==> config.mk <==
export PLATFORM = sky130hd
export DESIGN_NAME = debug_uart_tx_ctrl
export DESIGN_NICKNAME = d
export VERILOG_FILES = /design/src/rtl/debug_uart_pkg.sv /design/src/rtl/debug_uart_fifo.sv /design/src/rtl/debug_uart_tx_ctrl.sv
export SDC_FILE = /design/constraint.sdc
export NUM_CORES = 1
export LEC_CHECK = 0
export ABC_AREA = 0
export CAP_MARGIN = 20
export CORE_UTILIZATION = 50
export CTS_CLUSTER_DIAMETER = 100
export DETAILED_ROUTE_END_ITERATION = 6
export PLACE_DENSITY_LB_ADDON = 0.05
export SETUP_SLACK_MARGIN = 0.1
export SLEW_MARGIN = 30
export SYNTH_ARGS = -nofsm -noshare
export SYNTH_HDL_FRONTEND = slang
export SYNTH_HIERARCHICAL = 1
export SYNTH_SLANG_ARGS = --single-unit
==> constraint.sdc <==
create_clock -name clk -period 6.4 [get_ports clk]
set_clock_uncertainty 0.1 [all_clocks]
set_input_delay 1.28 -clock clk [delete_from_list [all_inputs] [get_ports clk]]
set_output_delay 1.28 -clock clk [all_outputs]
set_load 0.02 [all_outputs]
==> src/rtl/debug_uart_pkg.sv <==
// Shared types and constants for the debug UART transmit controller.
// Latency/backpressure: none (types only).
package debug_uart_pkg;

    localparam int DEPTH_DEFAULT = 4;
    localparam int BUSY_TIMEOUT  = 4;

    typedef enum logic [1:0] {
        IDLE      = 2'd0,
        WAIT_BUSY = 2'd1,
        WAIT_DONE = 2'd2
    } state_t;

endpackage

==> src/rtl/debug_uart_fifo.sv <==
// Circular byte FIFO: head is combinational from the read pointer, level updates on the push/pop edge.
// Push while full is taken only alongside a pop; flush clears pointers and level and beats push.
module debug_uart_fifo #(
    parameter int DEPTH = 4
) (
    input  logic                   clk,
    input  logic                   rst,
    input  logic                   push,
    input  logic                   pop,
    input  logic                   flush,
    input  logic [7:0]             wr_data,
    output logic [7:0]             head,
    output logic [$clog2(DEPTH):0] level,
    output logic                   full,
    output logic                   empty
);

    localparam int AW = $clog2(DEPTH);
    localparam int LW = AW + 1;

    logic [7:0]    mem [DEPTH];
    logic [AW-1:0] rd_ptr;
    logic [AW-1:0] wr_ptr;
    logic          do_push;
    logic          do_pop;

    assign full    = (level == LW'(DEPTH));
    assign empty   = (level == '0);
    assign do_pop  = pop && !empty;
    assign do_push = push && (!full || do_pop) && !flush;
    assign head    = mem[rd_ptr];

    always_ff @(posedge clk) begin
        if (do_push) begin
            mem[wr_ptr] <= wr_data;
        end
    end

    // DEPTH is a power of two, so the pointers wrap to zero naturally.
    always_ff @(posedge clk or posedge rst) begin
        if (rst) begin
            rd_ptr <= '0;
            wr_ptr <= '0;
            level  <= '0;
        end else if (flush) begin
            rd_ptr <= '0;
            wr_ptr <= '0;
            level  <= '0;
        end else begin
            if (do_push) wr_ptr <= wr_ptr + 1'b1;
            if (do_pop)  rd_ptr <= rd_ptr + 1'b1;
            case ({do_push, do_pop})
                2'b10:   level <= level + 1'b1;
                2'b01:   level <= level - 1'b1;
                default: level <= level;
            endcase
        end
    end

endmodule

==> src/rtl/debug_uart_tx_ctrl.sv <==
// Queues CPU debug bytes and hands them one at a time to uart_tx; byte written at edge N pulses uart_tx_en after edge N+1.
// Waits on uart_tx_busy between bytes; writes into a full queue without a same-edge pop are dropped and flagged.
module debug_uart_tx_ctrl
    import debug_uart_pkg::*;
#(
    parameter int DEPTH = DEPTH_DEFAULT
) (
    input  logic                   clk,
    input  logic                   rst,
    input  logic                   wr_en,
    input  logic [7:0]             wr_data,
    input  logic                   flush,
    input  logic                   clr_ovf,
    output logic                   uart_tx_en,
    output logic [7:0]             uart_tx_data,
    input  logic                   uart_tx_busy,
    output logic [$clog2(DEPTH):0] level,
    output logic                   full,
    output logic                   empty,
    output logic                   overflow,
    output logic                   tx_idle
);

    localparam int TW = $clog2(BUSY_TIMEOUT);

    state_t        state;
    state_t        state_nxt;
    logic          pop;
    logic          drop;
    logic [7:0]    head;
    logic [TW-1:0] wait_cnt;

    debug_uart_fifo #(.DEPTH(DEPTH)) u_fifo (
        .clk     (clk),
        .rst     (rst),
        .push    (wr_en),
        .pop     (pop),
        .flush   (flush),
        .wr_data (wr_data),
        .head    (head),
        .level   (level),
        .full    (full),
        .empty   (empty)
    );

    assign drop    = wr_en && full && !pop && !flush;
    assign tx_idle = empty && (state == IDLE) && !uart_tx_busy;

    always_ff @(posedge clk or posedge rst) begin
        if (rst) state <= IDLE;
        else     state <= state_nxt;
    end

    // A uart_tx that never raises busy is assumed to have taken the byte once the timeout expires.
    always_comb begin
        state_nxt = state;
        pop       = 1'b0;
        unique case (state)
            IDLE: begin
                if (!empty && !uart_tx_busy) begin
                    pop       = 1'b1;
                    state_nxt = WAIT_BUSY;
                end
            end
            WAIT_BUSY: begin
                if (uart_tx_busy)                            state_nxt = WAIT_DONE;
                else if (wait_cnt == TW'(BUSY_TIMEOUT - 1)) state_nxt = IDLE;
            end
            WAIT_DONE: begin
                if (!uart_tx_busy) state_nxt = IDLE;
            end
            default: state_nxt = IDLE;
        endcase
    end

    always_ff @(posedge clk or posedge rst) begin
        if (rst) begin
            wait_cnt     <= '0;
            uart_tx_en   <= 1'b0;
            uart_tx_data <= 8'h00;
            overflow     <= 1'b0;
        end else begin
            wait_cnt   <= (state == WAIT_BUSY) ? wait_cnt + 1'b1 : '0;
            uart_tx_en <= pop;
            if (pop) uart_tx_data <= head;
            if (drop)         overflow <= 1'b1;
            else if (clr_ovf) overflow <= 1'b0;
        end
    end

endmodule

==> metrics.txt, run 1 <==
post-route ant nets=0; total routed wirelength=3.98 mm; GRT Total Usage=18.4%; grt total ovfl=0; DP Wirelength=2.76 mm; CTS tree=yes; Final #Nets=roughly 190; I/O pin cnt=30; Lkg Pwr=0.991 nW; Die Wd=69.2 um; Setup Total Neg Slack=0 ns; FMAX=0.250 GHz; ANT cells=0; Yosys Warn Count=6; Final Util=62.0%; CTS hold repair buffers=0; top cells by area, synth=edfxtp_1 (43%), dfrtp_1 (23%), mux4_2 (8.0%); multi-input logic area=698 um^2; HP Class=flip-flop to flip-flop; IO buf count=29; worst endpoint required time=5.02 ns; post_cts resized=0; EDFF count, synth=32; layout cells sized above 1=17.4%; routed via count=1259; clk root buf=clkbuf_8; clock sink count=between 50 and 60; Async S/R FF share, synth=39.6%; post-synth top area share=42.5%; top_reg_cell synth=edfxtp_1; Max Fanout on Critical Path=4; FF+latch count, synth=53; synthesized area=2260 um^2; crit path max-delay cell type=clkdlybuf4s50_1; setup violators final=0; drt wl/cell=around 18 um; initial antenna violation count=0; count leader, synth=edfxtp_1; WP buf/inv=2; Iteration-0 DRC Markers=81; Die Ht=between 60 and 70 um; sequential area share after synthesis=65.7%; CP endpoint kind=primary output; syn_nets=~160; Hold Vio Cnt, Final=0; routed vias/inst=5.62; outcome=finished clean; fillers=between 300 and 400; Clock Path Buffers=2; post-synthesis cell count=142; die area=around 4800 um^2; CP Launch Type=input pin; cell family with the largest share of critical-path delay=buffers and inverters; worst skew pair latency=0.32 ns; Num CTS Buffers=5; synth unique cells=38; period utilization=a little over three fifths; syn_area_per_cell=15.9 um^2; peak supply drop=0.000139 V; Slew @ Worst Pin=0.625 ns; # H-tree levels=2; postcts setup bufs=0; Reg area=1490 um^2; WHS=0.358 ns; largest net degree at the start of global routing=21; top cells by count, synth=edfxtp_1 (32), dfrtp_1 (21), inv_1 (9); Max-slew headroom=approximately three fifths; clock-pin slew on the worst setup and hold paths=0.09 ns; Initial Util=51.9%; DRT Pass-1 Iters=4; Final min period=4.00 ns; first-pass GRT wire length=6.49 mm; CP Cell Sequence=clkdlybuf4s50_1 -> nor3b_1 -> clkdlybuf4s50_1; P&R area growth vs syn=19.4%; slowest stage delay, CP=about 0.63 ns; drt drc=0; max-slew violations=0; area leader, netlist=edfxtp_1; pwr/cell area=between 300 and 400 nW/um^2; Crit path top cell by count=clkdlybuf4s50_1; kind of critical path=input pin to primary output; core area=about 4400 um^2; RePlAce Congestion=0.772; Crit path arrival time=approximately 2.6 ns; # rows=24; vias in the first global route=1287; maxcap violations=0; unrepaired setup endpoints after global routing=no
[path summary, 6_finish.rpt]
check                           cells past startpoint                        start                            to  slack (ns)
max in group asynchronous                           2                          rst          overflow$_DFFE_PP0P_        4.57
worst min register to register                      1        wait_cnt[0]$_DFF_PP0_         wait_cnt[0]$_DFF_PP0_        0.36
worst max register to register                      9  u_fifo/level[1]$_DFFE_PP0P_   u_fifo/level[2]$_DFFE_PP0P_        3.41
worst min-delay path                                1        wait_cnt[0]$_DFF_PP0_         wait_cnt[0]$_DFF_PP0_        0.36
worst max-delay path                                3                 uart_tx_busy                       tx_idle        2.40
min in group asynchronous                           2                          rst  u_fifo/wr_ptr[0]$_DFFE_PP0P_        1.14
[per-stage QoR]
stage	cells	total power, W	area (um^2)	worst slack [ns]
after floorplan	142	0.000517	2260	2.81
after global placement	216	0.000595	2580	2.43
final	224	0.000828	2700	2.40
after CTS	224	0.000837	2700	2.40
after detailed placement	216	0.000602	2580	2.40
after global routing	224	0.000862	2700	2.32
[layer usage]
metal / track usage (%) / vias up / wire length [um]
li1: - / 584 / -
met1: 23.5 / 643 / 1730
met2: 29.7 / 28 / 2040
met3: 5.23 / 4 / 176
met4: 7.26 / 0 / 39
met5: 0 / - / 0
[logic make-up (layout without fill, tap and decap cells)]
family                   count (synthesis)  after routing  share of synthesized area (%)
AO/OA/AOI/OAI                           17             17                           4.98
XOR/XNOR                                 5              5                           1.94
adder cells (fa/ha/maj)                  6              6                           3.65
flip-flops                              53             53                           65.7
multiplexers                            16             16                           12.0
AND/OR/NAND/NOR                         28             28                           8.36
buffers and inverters                   17             47                           3.38
[state kept, by name (all words and copies together), names as in the netlist]
signal,flops
u_fifo/level,3
overflow,1
state,2
uart_tx_en,1
u_fifo/wr_ptr,2
u_fifo/mem,32
u_fifo/rd_ptr,2
uart_tx_data,8
wait_cnt,2
[area by class of cell]
cell class / instances / area share (%)
Sequential cell: 53 / 55.1
Clock inverter: 3 / 1.85
Inverter: 9 / 1.25
Tap cell: 52 / 2.41
Multi-Input combinational cell: 72 / 25.9
Clock buffer: 5 / 2.55
Timing Repair Buffer: 30 / 11.0
[cells in the final DEF, fill, tap and decap left out, types with 2 or more instances in the layout]
master           instances
edfxtp_1                32
clkdlybuf4s50_1         29
dfrtp_1                 21
inv_1                    9
mux2_2                   8
mux4_2                   8
and2_1                   6
ha_1                     5
clkbuf_8                 5
a21oi_1                  5
xor2_1                   4
nor2_1                   4
nand2_1                  3
o21ai_0                  3
nor3b_1                  2
or3_1                    2
nand3_1                  2
o2111ai_1                2
nor3_1                   2
[where the power goes]
group / total, W / internal (W) / switching (W)
logic: 0.000168 / 0.0000897 / 0.0000785
clock network: 0.000236 / 0.000120 / 0.000116
registers: 0.000424 / 0.000399 / 0.0000246
total: 0.000828 / 0.000609 / 0.000219
No activity file was read; power rests on OpenSTA's default activity.
==> inputs of run 2 (changes only) <==
--- a/config.mk
+++ b/config.mk
@@ -7,7 +7,7 @@
 export LEC_CHECK = 0
 export ABC_AREA = 0
 export CAP_MARGIN = 20
-export CORE_UTILIZATION = 50
+export CORE_UTILIZATION = 49
 export CTS_CLUSTER_DIAMETER = 100
 export DETAILED_ROUTE_END_ITERATION = 6
 export PLACE_DENSITY_LB_ADDON = 0.05
==> constraint.sdc (replaced) <==
create_clock -name clk -period 3.5 [get_ports clk]
set_clock_uncertainty 0.1 [all_clocks]
set_input_delay 0.7 -clock clk [delete_from_list [all_inputs] [get_ports clk]]
set_output_delay 0.7 -clock clk [all_outputs]
set_load 0.02 [all_outputs]
==> run 2 against run 1 <==
  * Via count up 2.7%
  * Die area grew 2.0%
  * Highest routed layer unchanged
  * Setup slack got worse by 2.1 ns
==> metrics.txt, run 2 (synthesis results as in run 1) <==
GR Util met3=4.33% (-0.90 points); drt drc=0 (unchanged); Initial Util=51.6% (-0.36 points); Clock Path Buffers=2 (unchanged); clk root buf=clkbuf_8; internal power=0.00104 W (+70%); Die Wd=69.9 um (+0.98%); Iteration-0 DRC Markers=74 (-8.6%); clock-pin slew on the worst setup and hold paths=0.08 ns (about the same); unrepaired setup endpoints after global routing=no; post-route ant nets=0 (unchanged); GRT Total Usage=18.0% (-0.36 points); Max-slew headroom=60.3% (+1.9 points); Switching Share=26.2% (-0.34 points); power consumption=0.00140 W (+70%); period utilization=90.6%; Die Ht=69.9 um (+0.98%); Final #Nets=194 (+1.6%); Slew @ Worst Pin=0.596 ns (-0.0288 ns); I/O pin cnt=30 (unchanged); commonest non-fill, non-tap cell in the layout=edfxtp_1; FMAX=0.315 GHz; DP Wirelength=2.82 mm (+1.9%); largest registers=u_fifo/mem: 32 flops, uart_tx_data: 8 flops, u_fifo/level: 3 flops; fillers=356 (+7.6%); clock sink count=53 (unchanged); ANT cells=0 (unchanged); GR Util met2=29.8% (+0.14 points); # H-tree levels=2 (unchanged); worst endpoint required time=2.70 ns (-2.32 ns); max-slew violations=0 (unchanged); Lkg Pwr=0.988 nW (-0.31%); post_cts resized=0 (unchanged); CTS hold repair buffers=0 (unchanged); Biggest register=u_fifo/mem; routed vias/inst=5.70 (+1.3%); Max Fanout on Critical Path=10 (+6); Hold Vio Cnt, Final=0 (unchanged); worst skew pair latency=0.29 ns (-0.03 ns); IO buf count=29 (unchanged); Final Util=61.2% (-0.77 points); maxcap violations=0 (unchanged); routed via count=1293 (+2.7%); setup violators final=0 (unchanged); drt wl/cell=17.3 um (-2.6%); CP Launch Type=flip-flop; gr busiest metal=met2; outcome=finished clean; pwr/cell area=523 nW/um^2 (+71%); HP Class=flip-flop to flip-flop; DRT Pass-1 Iters=5 (+1); kind of critical path=flip-flop to primary output; postcts setup bufs=0 (unchanged); commonest cells after routing, fill and taps aside=edfxtp_1 (32), clkdlybuf4s50_1 (29), dfrtp_1 (21); RePlAce Congestion=0.710 (-8.0%); Setup Total Neg Slack=0 ns (unchanged); core area=4380 um^2 (+0.69%); vias in the first global route=1308 (+1.6%); Clock Power Share=22.8% (-5.7 points); initial antenna violation count=0 (unchanged); max reg flops=32 (unchanged); first-pass GRT wire length=6.57 mm (+1.3%); Flop pwr share=55.1% (+3.9 points); Crit path arrival time=2.37 ns (-0.25 ns); Num CTS Buffers=5 (unchanged); Comb pwr share=22.1% (+1.8 points); Psw=0.000367 W (+67%); # rows=24 (unchanged); grt total ovfl=0 (unchanged); met1 usage=23.5% (-0.041 points); peak supply drop=0.000252 V (+81%); total routed wirelength=3.93 mm (-1.3%); die area=4890 um^2 (+2.0%); CTS tree=yes; largest net degree at the start of global routing=16 (-24%); layout cells sized above 1=17.7% (+0.27 points); CP endpoint kind=primary output; Final min period=3.17 ns; P&R area growth vs syn=18.8%
run 2: changes by cell type in the layout (fill, tap and decap cells not counted), sizes merged:
cell / delta
inv: -1
clkbuf: +2
bufinv: -1
buf: +3
run 2: final timing paths:
path,depth (start not counted),slack [ns],start,to
setup reg to reg,8,0.73,u_fifo/level[1]$_DFFE_PP0P_,u_fifo/level[2]$_DFFE_PP0P_
setup / recovery,4,0.33,u_fifo/level[1]$_DFFE_PP0P_,tx_idle
max in group asynchronous,2,2.22,rst,uart_tx_en$_DFF_PP0_
min in group asynchronous,2,0.57,rst,u_fifo/level[2]$_DFFE_PP0P_
hold reg to reg,1,0.36,wait_cnt[0]$_DFF_PP0_,wait_cnt[0]$_DFF_PP0_
hold / removal,1,0.36,wait_cnt[0]$_DFF_PP0_,wait_cnt[0]$_DFF_PP0_
run 2: final cells by class:
type / instances / area, um^2 / share of cell area (%)
Sequential cell: 53 / 1490 / 55.4
Multi-Input combinational cell: 72 / 698 / 26.0
Timing Repair Buffer: 33 / 320 / 11.9
Clock buffer: 7 / 76.3 / 2.84
Tap cell: 52 / 65.1 / 2.42
Inverter: 9 / 33.8 / 1.26
Clock inverter: 1 / 5.00 / 0.186
run 2: stage by stage:
| step | hold WS [ns] | setup WS (ns) | area (um^2) | cells |
|---|---|---|---|---|
| floorplan | 0.314 | 0.188 | 2260 | 142 |
| global placement | 0.326 | 0.542 | 2600 | 219 |
| detailed placement | 0.359 | 0.458 | 2600 | 219 |
| CTS | 0.370 | 0.277 | 2690 | 227 |
| global route | 0.386 | 0.129 | 2690 | 227 |
| finish | 0.356 | 0.329 | 2690 | 227 |
run 2: worst max-delay path, cell delays in order, from the launching register on:
cell             delay, ns
dfrtp_1               0.51
nor3_1                0.50
and2b_2               0.24
nor3b_1               0.20
clkdlybuf4s50_1       0.63
run 2: metal layers:
layer  part of all wire [%]  wire length, um  up-vias
met2                     52             2040       36
met4                   0.94               37        0
met1                     43             1700      661
li1                       -                -      592
met3                    3.8              151        4
met5                      0                0        -
run 2: power groups by stage:
| stage | Clock [W] | Sequential [W] | Combinational (W) |
|---|---|---|---|
| after floorplan | 0 | 0.000838 | 0.000108 |
| after global placement | 0 | 0.000783 | 0.000307 |
| after detailed placement | 0 | 0.000788 | 0.000314 |
| after CTS | 0.000332 | 0.000774 | 0.000315 |
| after global routing | 0.000358 | 0.000782 | 0.000332 |
| final | 0.000320 | 0.000773 | 0.000311 |
==> inputs of run 3 (changes only) <==
--- a/config.mk
+++ b/config.mk
@@ -12,6 +12,7 @@
 export DETAILED_ROUTE_END_ITERATION = 6
 export PLACE_DENSITY_LB_ADDON = 0.05
 export SETUP_SLACK_MARGIN = 0.1
+export SKIP_CTS_REPAIR_TIMING = 1
 export SLEW_MARGIN = 30
 export SYNTH_ARGS = -nofsm -noshare
 export SYNTH_HDL_FRONTEND = slang
==> results of run 3 <==
Same layout as run 2: the final DEF is identical, and so are final timing and power.
==> RTL change 1 (config.mk and constraints of run 1) <==
Set the package constant `BUSY_TIMEOUT` to 8 (it was 4).
--- a/src/rtl/debug_uart_pkg.sv
+++ b/src/rtl/debug_uart_pkg.sv
@@ -3,7 +3,7 @@
 package debug_uart_pkg;
 
     localparam int DEPTH_DEFAULT = 4;
-    localparam int BUSY_TIMEOUT  = 4;
+    localparam int BUSY_TIMEOUT  = 8;
 
     typedef enum logic [1:0] {
         IDLE      = 2'd0,
Function: changed (a bounded check fails within 10 cycles, from zero or initial values and one cycle with rst high).
==> RTL change 1 against run 1 <==
  * Die area rose by 2.1%
  * Via count rose by 0.48%
  * Clock power fell by 23%
  * Worst hold slack got worse by 4.1 ps
  * Cell area rose by 0.37%
  * Largest power group unchanged
  * Worst setup slack improved by 6.1 ps
  * Combinational power barely moved
  * Wire length fell by 0.33%
  * Sequential share of layout area rose by 0.72 points
  * Count of clock-buffer cells in the layout rose by 2
  * Power fell by 6.2%
  * Sequential cell count rose by 1
  * Area after synthesis rose by 2.2%
==> RTL change 1: results (changes against run 1) <==
Clocking
  – Worst skew pair latency: 300 ps (-20 ps)
  – CTS buffer count: 5 (unchanged)
  – Total setup buffers inserted after CTS: 0 (unchanged)
  – CTS Buffer Depth: 2 (unchanged)

STA
  – Slew headroom: 55.81% (-2.5 points)

Power
  – LEAKAGE: 0.001000 µW (+0.90%)
  – VDD IR max: 0.1362 mV (-2.3%)

GRT
  – GRT met3 Usage: 4.473% (-0.76 points)
  – Pin count of the biggest net entering global routing: 19 (-9.5%)
  – GR Util met1: 24.53% (+1.0 points)
  – Met2 usage: 28.95% (-0.71 points)
  – First-pass GRT wire length: 6.582 mm (+1.5%)
  – GRT Overall Usage: 18.13% (-0.23 points)

Detailed routing
  – Initial DRC count: 66 (-19%)
  – Vias: 1265 (+0.48%)
  – Met2 Wirelength: 1.969 mm (-3.4%)
  – Met3 Routed Length: 126 µm (-28%)
  – Drt first pass iters: 4 (unchanged)
  – Routed wire per std cell: 17.49 µm (-1.6%)
  – M1 wire length: 1.816 mm (+5.0%)
  – Final wirelength: 3.970 mm (-0.33%)

Finish
  – Regs by FF count: u_fifo/mem x32, uart_tx_data x8
  – Multi-input gate area: 718.2 µm² (+2.9%)
  – Multi-input combinational area share: 26.50% (+0.64 points)
  – Clock buffer cells: 7 (+2)
  – Fraction of area in non-clock buffers: 10.99% (-0.041 points)
  – #MultiIn Comb: 74 (+2.8%)
  – Final nets: 195 (+2.1%)
  – Fillers: 333 (+0.60%)
  – Layout cells sized above 1: 16.00% (-1.4 points)
  – ClkCell Share: 3.093% (-1.3 points)

Logic synthesis
  – Mux cell area share after synthesis: 11.69% (-0.26 points)
  – Sequential share of the synthesized area: 65.40% (-0.34 points)
  – Top cells by area, synth: edfxtp_1 (42%), dfrtp_1 (24%), mux4_2 (7.8%)
  – Post-synthesis xor/xnor area fraction: 1.895% (-0.042 points)
  – Ys async rst share: 40.74% (+1.1 points)
  – Cell count after synthesis: 146 (+2.8%)
  – Compound-Gate Fraction of Synth Area: 4.873% (-0.11 points)
  – #FFs+latches synth: 54 (+1.9%)
  – Synth top cells by count: edfxtp_1 (32), dfrtp_1 (22), inv_1 (9)
  – Adder-Cell Fraction of Synth Area: 4.115% (+0.46 points)
  – Cell Area, Synth: 2311 µm² (+2.2%)
  – Syn_nets: 167 (+3.1%)

Placed design
  – DP Wirelength: 2.662 mm (-3.7%)
  – Placed insts: 219 (+1.4%)
  – Placed cell area: 2626 µm² (+1.7%)
  – Gpl congestion: 0.7399 (-4.2%)

Job
  – MaxCap Viol Count: 0 (unchanged)

Run status
  – Status: finished clean

Setup path
  – Critical Path AT: 2610 ps (about the same)
[RTL change 1: path summary, 6_finish.rpt]
check / from / to / slack, ps / cells after the start
min in group asynchronous: rst / u_fifo/level[1] / 1140 / 2
worst min register to register: wait_cnt[0] / wait_cnt[0] / 350 / 1
max in group asynchronous: rst / uart_tx_data[5] / 4480 / 2
worst min-delay path: wait_cnt[0] / wait_cnt[0] / 350 / 1
worst max-delay path: uart_tx_busy / tx_idle / 2410 / 3
worst max register to register: u_fifo/level[1] / u_fifo/level[2] / 3550 / 8
[RTL change 1: worst max-delay path, stage by stage]
cell and delay (ps):
clkdlybuf4s50_1 490, nor3b_1 200, clkdlybuf4s50_1 630
[RTL change 1: kinds of logic after synthesis]
kind of cell	after synthesis
buf+inv	18
flops	54
mux	16
fa+ha+maj	7
simple gates	29
compound gates	17
xor+xnor	5
[RTL change 1: power by group]
part	internal [µW]	switching, µW	total [µW]
clock	77.6	103	181
sequential	405	23.2	428
combinational	89.2	78.3	168
==> RTL change 2 (settings of run 1) <==
Made on the original files. Make the reset (`rst`) synchronous in 3 clocked blocks.
--- a/src/rtl/debug_uart_fifo.sv
+++ b/src/rtl/debug_uart_fifo.sv
@@ -37,7 +37,7 @@
     end
 
     // DEPTH is a power of two, so the pointers wrap to zero naturally.
-    always_ff @(posedge clk or posedge rst) begin
+    always_ff @(posedge clk) begin
         if (rst) begin
             rd_ptr <= '0;
             wr_ptr <= '0;
--- a/src/rtl/debug_uart_tx_ctrl.sv
+++ b/src/rtl/debug_uart_tx_ctrl.sv
@@ -46,7 +46,7 @@
     assign drop    = wr_en && full && !pop && !flush;
     assign tx_idle = empty && (state == IDLE) && !uart_tx_busy;
 
-    always_ff @(posedge clk or posedge rst) begin
+    always_ff @(posedge clk) begin
         if (rst) state <= IDLE;
         else     state <= state_nxt;
     end
@@ -73,7 +73,7 @@
         endcase
     end
 
-    always_ff @(posedge clk or posedge rst) begin
+    always_ff @(posedge clk) begin
         if (rst) begin
             wait_cnt     <= '0;
             uart_tx_en   <= 1'b0;
Formal check against the unedited RTL: differs if rst is asserted again (counterexample within 4 cycles, from zero or initial values and one cycle with rst high); with rst held inactive, the same outputs for 10 cycles.
==> RTL change 2 against run 1 <==
  * Worst setup slack worse by 68 ps
  * Sequential cell count is 2 higher
  * Area after synthesis is 0.33% lower
  * Non-clock buffer count stayed put
  * Cell area is 0.93% higher
  * Wire length is 8.8% lower
Power is not compared: it rests on default switching activity, and its combinational part moved more than twofold at a synthesized area within 25%.
==> RTL change 2: results (changes against run 1) <==
Placed design
  – Placed insts: 228 (+5.6%)
  – Pre-CTS WS: 2005 ps (-397.3 ps)
  – Gpl congestion: 0.7151 (-7.4%)
  – Placed cell area: 2577 µm² (-0.15%)
  – DP Wirelength: 2.603 mm (-5.8%)
  – I/O Buffers: 29 (unchanged)

Setup path
  – Slowest stage delay, CP: 650 ps (+20 ps)
  – RR Endpoint: u_fifo/level[2]
  – Worst setup path endpoint: tx_idle
  – Worst reg2reg startpoint: u_fifo/level[0]
  – CP startpoint: uart_tx_busy
  – R2R cell count: 11 (+2)
  – Critical Path Slowest Stage Cell: clkdlybuf4s50_1
  – Reg2Reg Setup Slack: 3280 ps (-130 ps)
  – Critical Path AT: 2690 ps (+70 ps)
  – Worst-path maximum fanout: 4 (unchanged)

Logic synthesis
  – Ys async rst share: 0% (-40 points)
  – Top cells by area, synth: edfxtp_1 (43%), dfxtp_1 (20%), mux4_2 (8.0%)
  – Ys Warns: 6 (unchanged)
  – Synth Flop Type: edfxtp_1
  – Post-synth EDFFs: 32 (unchanged)
  – Synth top cells by count: edfxtp_1 (32), dfxtp_1 (23), nand2b_1 (16)
  – Syn_nets: 174 (+7.4%)
  – Sequential share of the synthesized area: 63.08% (-2.7 points)
  – Syn_area_per_cell: 14.73 µm² (-7.5%)
  – Unique masters post-synth: 37 (-2.6%)

Power
  – VDD IR max: 0.1762 mV
  – LEAKAGE: 0.0009004 µW

GRT
  – First-pass GRT wire length: 6.127 mm (-5.5%)
  – Initial antenna violation count: 0 (unchanged)
  – Pin count of the biggest net entering global routing: 25 (+19%)
  – GRT Overall Usage: 16.70% (-1.7 points)

Clocking
  – H-tree depth: 2 (unchanged)
  – Post_cts resized: 0 (unchanged)
  – Root Buffer: clkbuf_8
  – Worst skew pair latency: 300 ps (-20 ps)
  – CTS Buffer Depth: 2 (unchanged)
  – CTS buffer count: 5 (unchanged)
  – Clock transition at path regs: 90 ps (about the same)

STA
  – Final Hold Vio Count: 0 (unchanged)
  – Max Freq: 245.9 MHz (-1.7%)
  – Worst-margin pin slew: 767.9 ps (+143.1 ps)

Detailed routing
  – Drt first pass iters: 4 (unchanged)
  – Vias: 1260 (+0.079%)
  – Initial DRC count: 31 (-62%)
  – Final wirelength: 3.631 mm (-8.8%)
  – Routed wire per std cell: 15.32 µm (-14%)

Run status
  – Status: finished clean

Finish
  – Regs by FF count: u_fifo/mem x32, uart_tx_data x8, u_fifo/level x3
  – Layout cells sized above 1: 12.97% (-4.5 points)
  – Antenna cell count: 0 (unchanged)
  – Final nets: 205 (+7.3%)

Worst hold path
  – HP Class: reg2reg
## RTL change 2: layout make-up
class,instances,area (µm²)
Multi-Input combinational cell,84,770.7
Clock inverter,3,67.56
Inverter,8,30.03
Fill cell,316,1629
Clock buffer,5,68.82
Tap cell,52,65.06
Sequential cell,55,1421
Timing Repair Buffer,30,301.5
## RTL change 2: critical path, delay by kind of cell
kind                   cells  cell delay (ps)
buffers and inverters      2             1150
and+or+nand+nor            1              260
## RTL change 2: power by group
part           internal, µW  switching [µW]  total [µW]
Combinational          19.3            17.7        37.0
Clock                   156             107         262
Sequential              379            2.76         382
Total                   554             127         681
## RTL change 2: worst min-delay path by stage
| stage | startpoint | endpoint | slack (ps) | cells after the start |
|---|---|---|---|---|
| 2_1_floorplan | wait_cnt[0] | wait_cnt[0] | 310 | 1 |
| 3_3_place_gp | wait_cnt[0] | wait_cnt[0] | 320 | 1 |
| 3_5_place_dp | wait_cnt[0] | wait_cnt[0] | 330 | 1 |
| 4_1_cts | wait_cnt[0] | wait_cnt[0] | 350 | 1 |
| 5_1_grt | wait_cnt[0] | wait_cnt[0] | 360 | 1 |
| 6_report | wait_cnt[0] | wait_cnt[0] | 340 | 1 |
## RTL change 2: routing by layer
| metal | GRT usage (%) | vias to the layer above | share of wire (%) |
|---|---|---|---|
| li1 | - | 616 | - |
| met1 | 22.54 | 616 | 47 |
| met2 | 26.32 | 23 | 49 |
| met3 | 4.971 | 5 | 3.1 |
| met4 | 4.762 | 0 | 1.3 |
| met5 | 0 | - | 0 |
## RTL change 2: cells by family (layout without fill, tap and decap cells)
family	count (synthesis)	count (layout)	synth area share, %
flops	55	55	63.08
xor+xnor	4	4	1.555
mux	17	17	12.05
compound gates	11	11	2.721
fa+ha+maj	7	7	4.220
buf+inv	14	46	2.720
simple gates	45	45	13.66
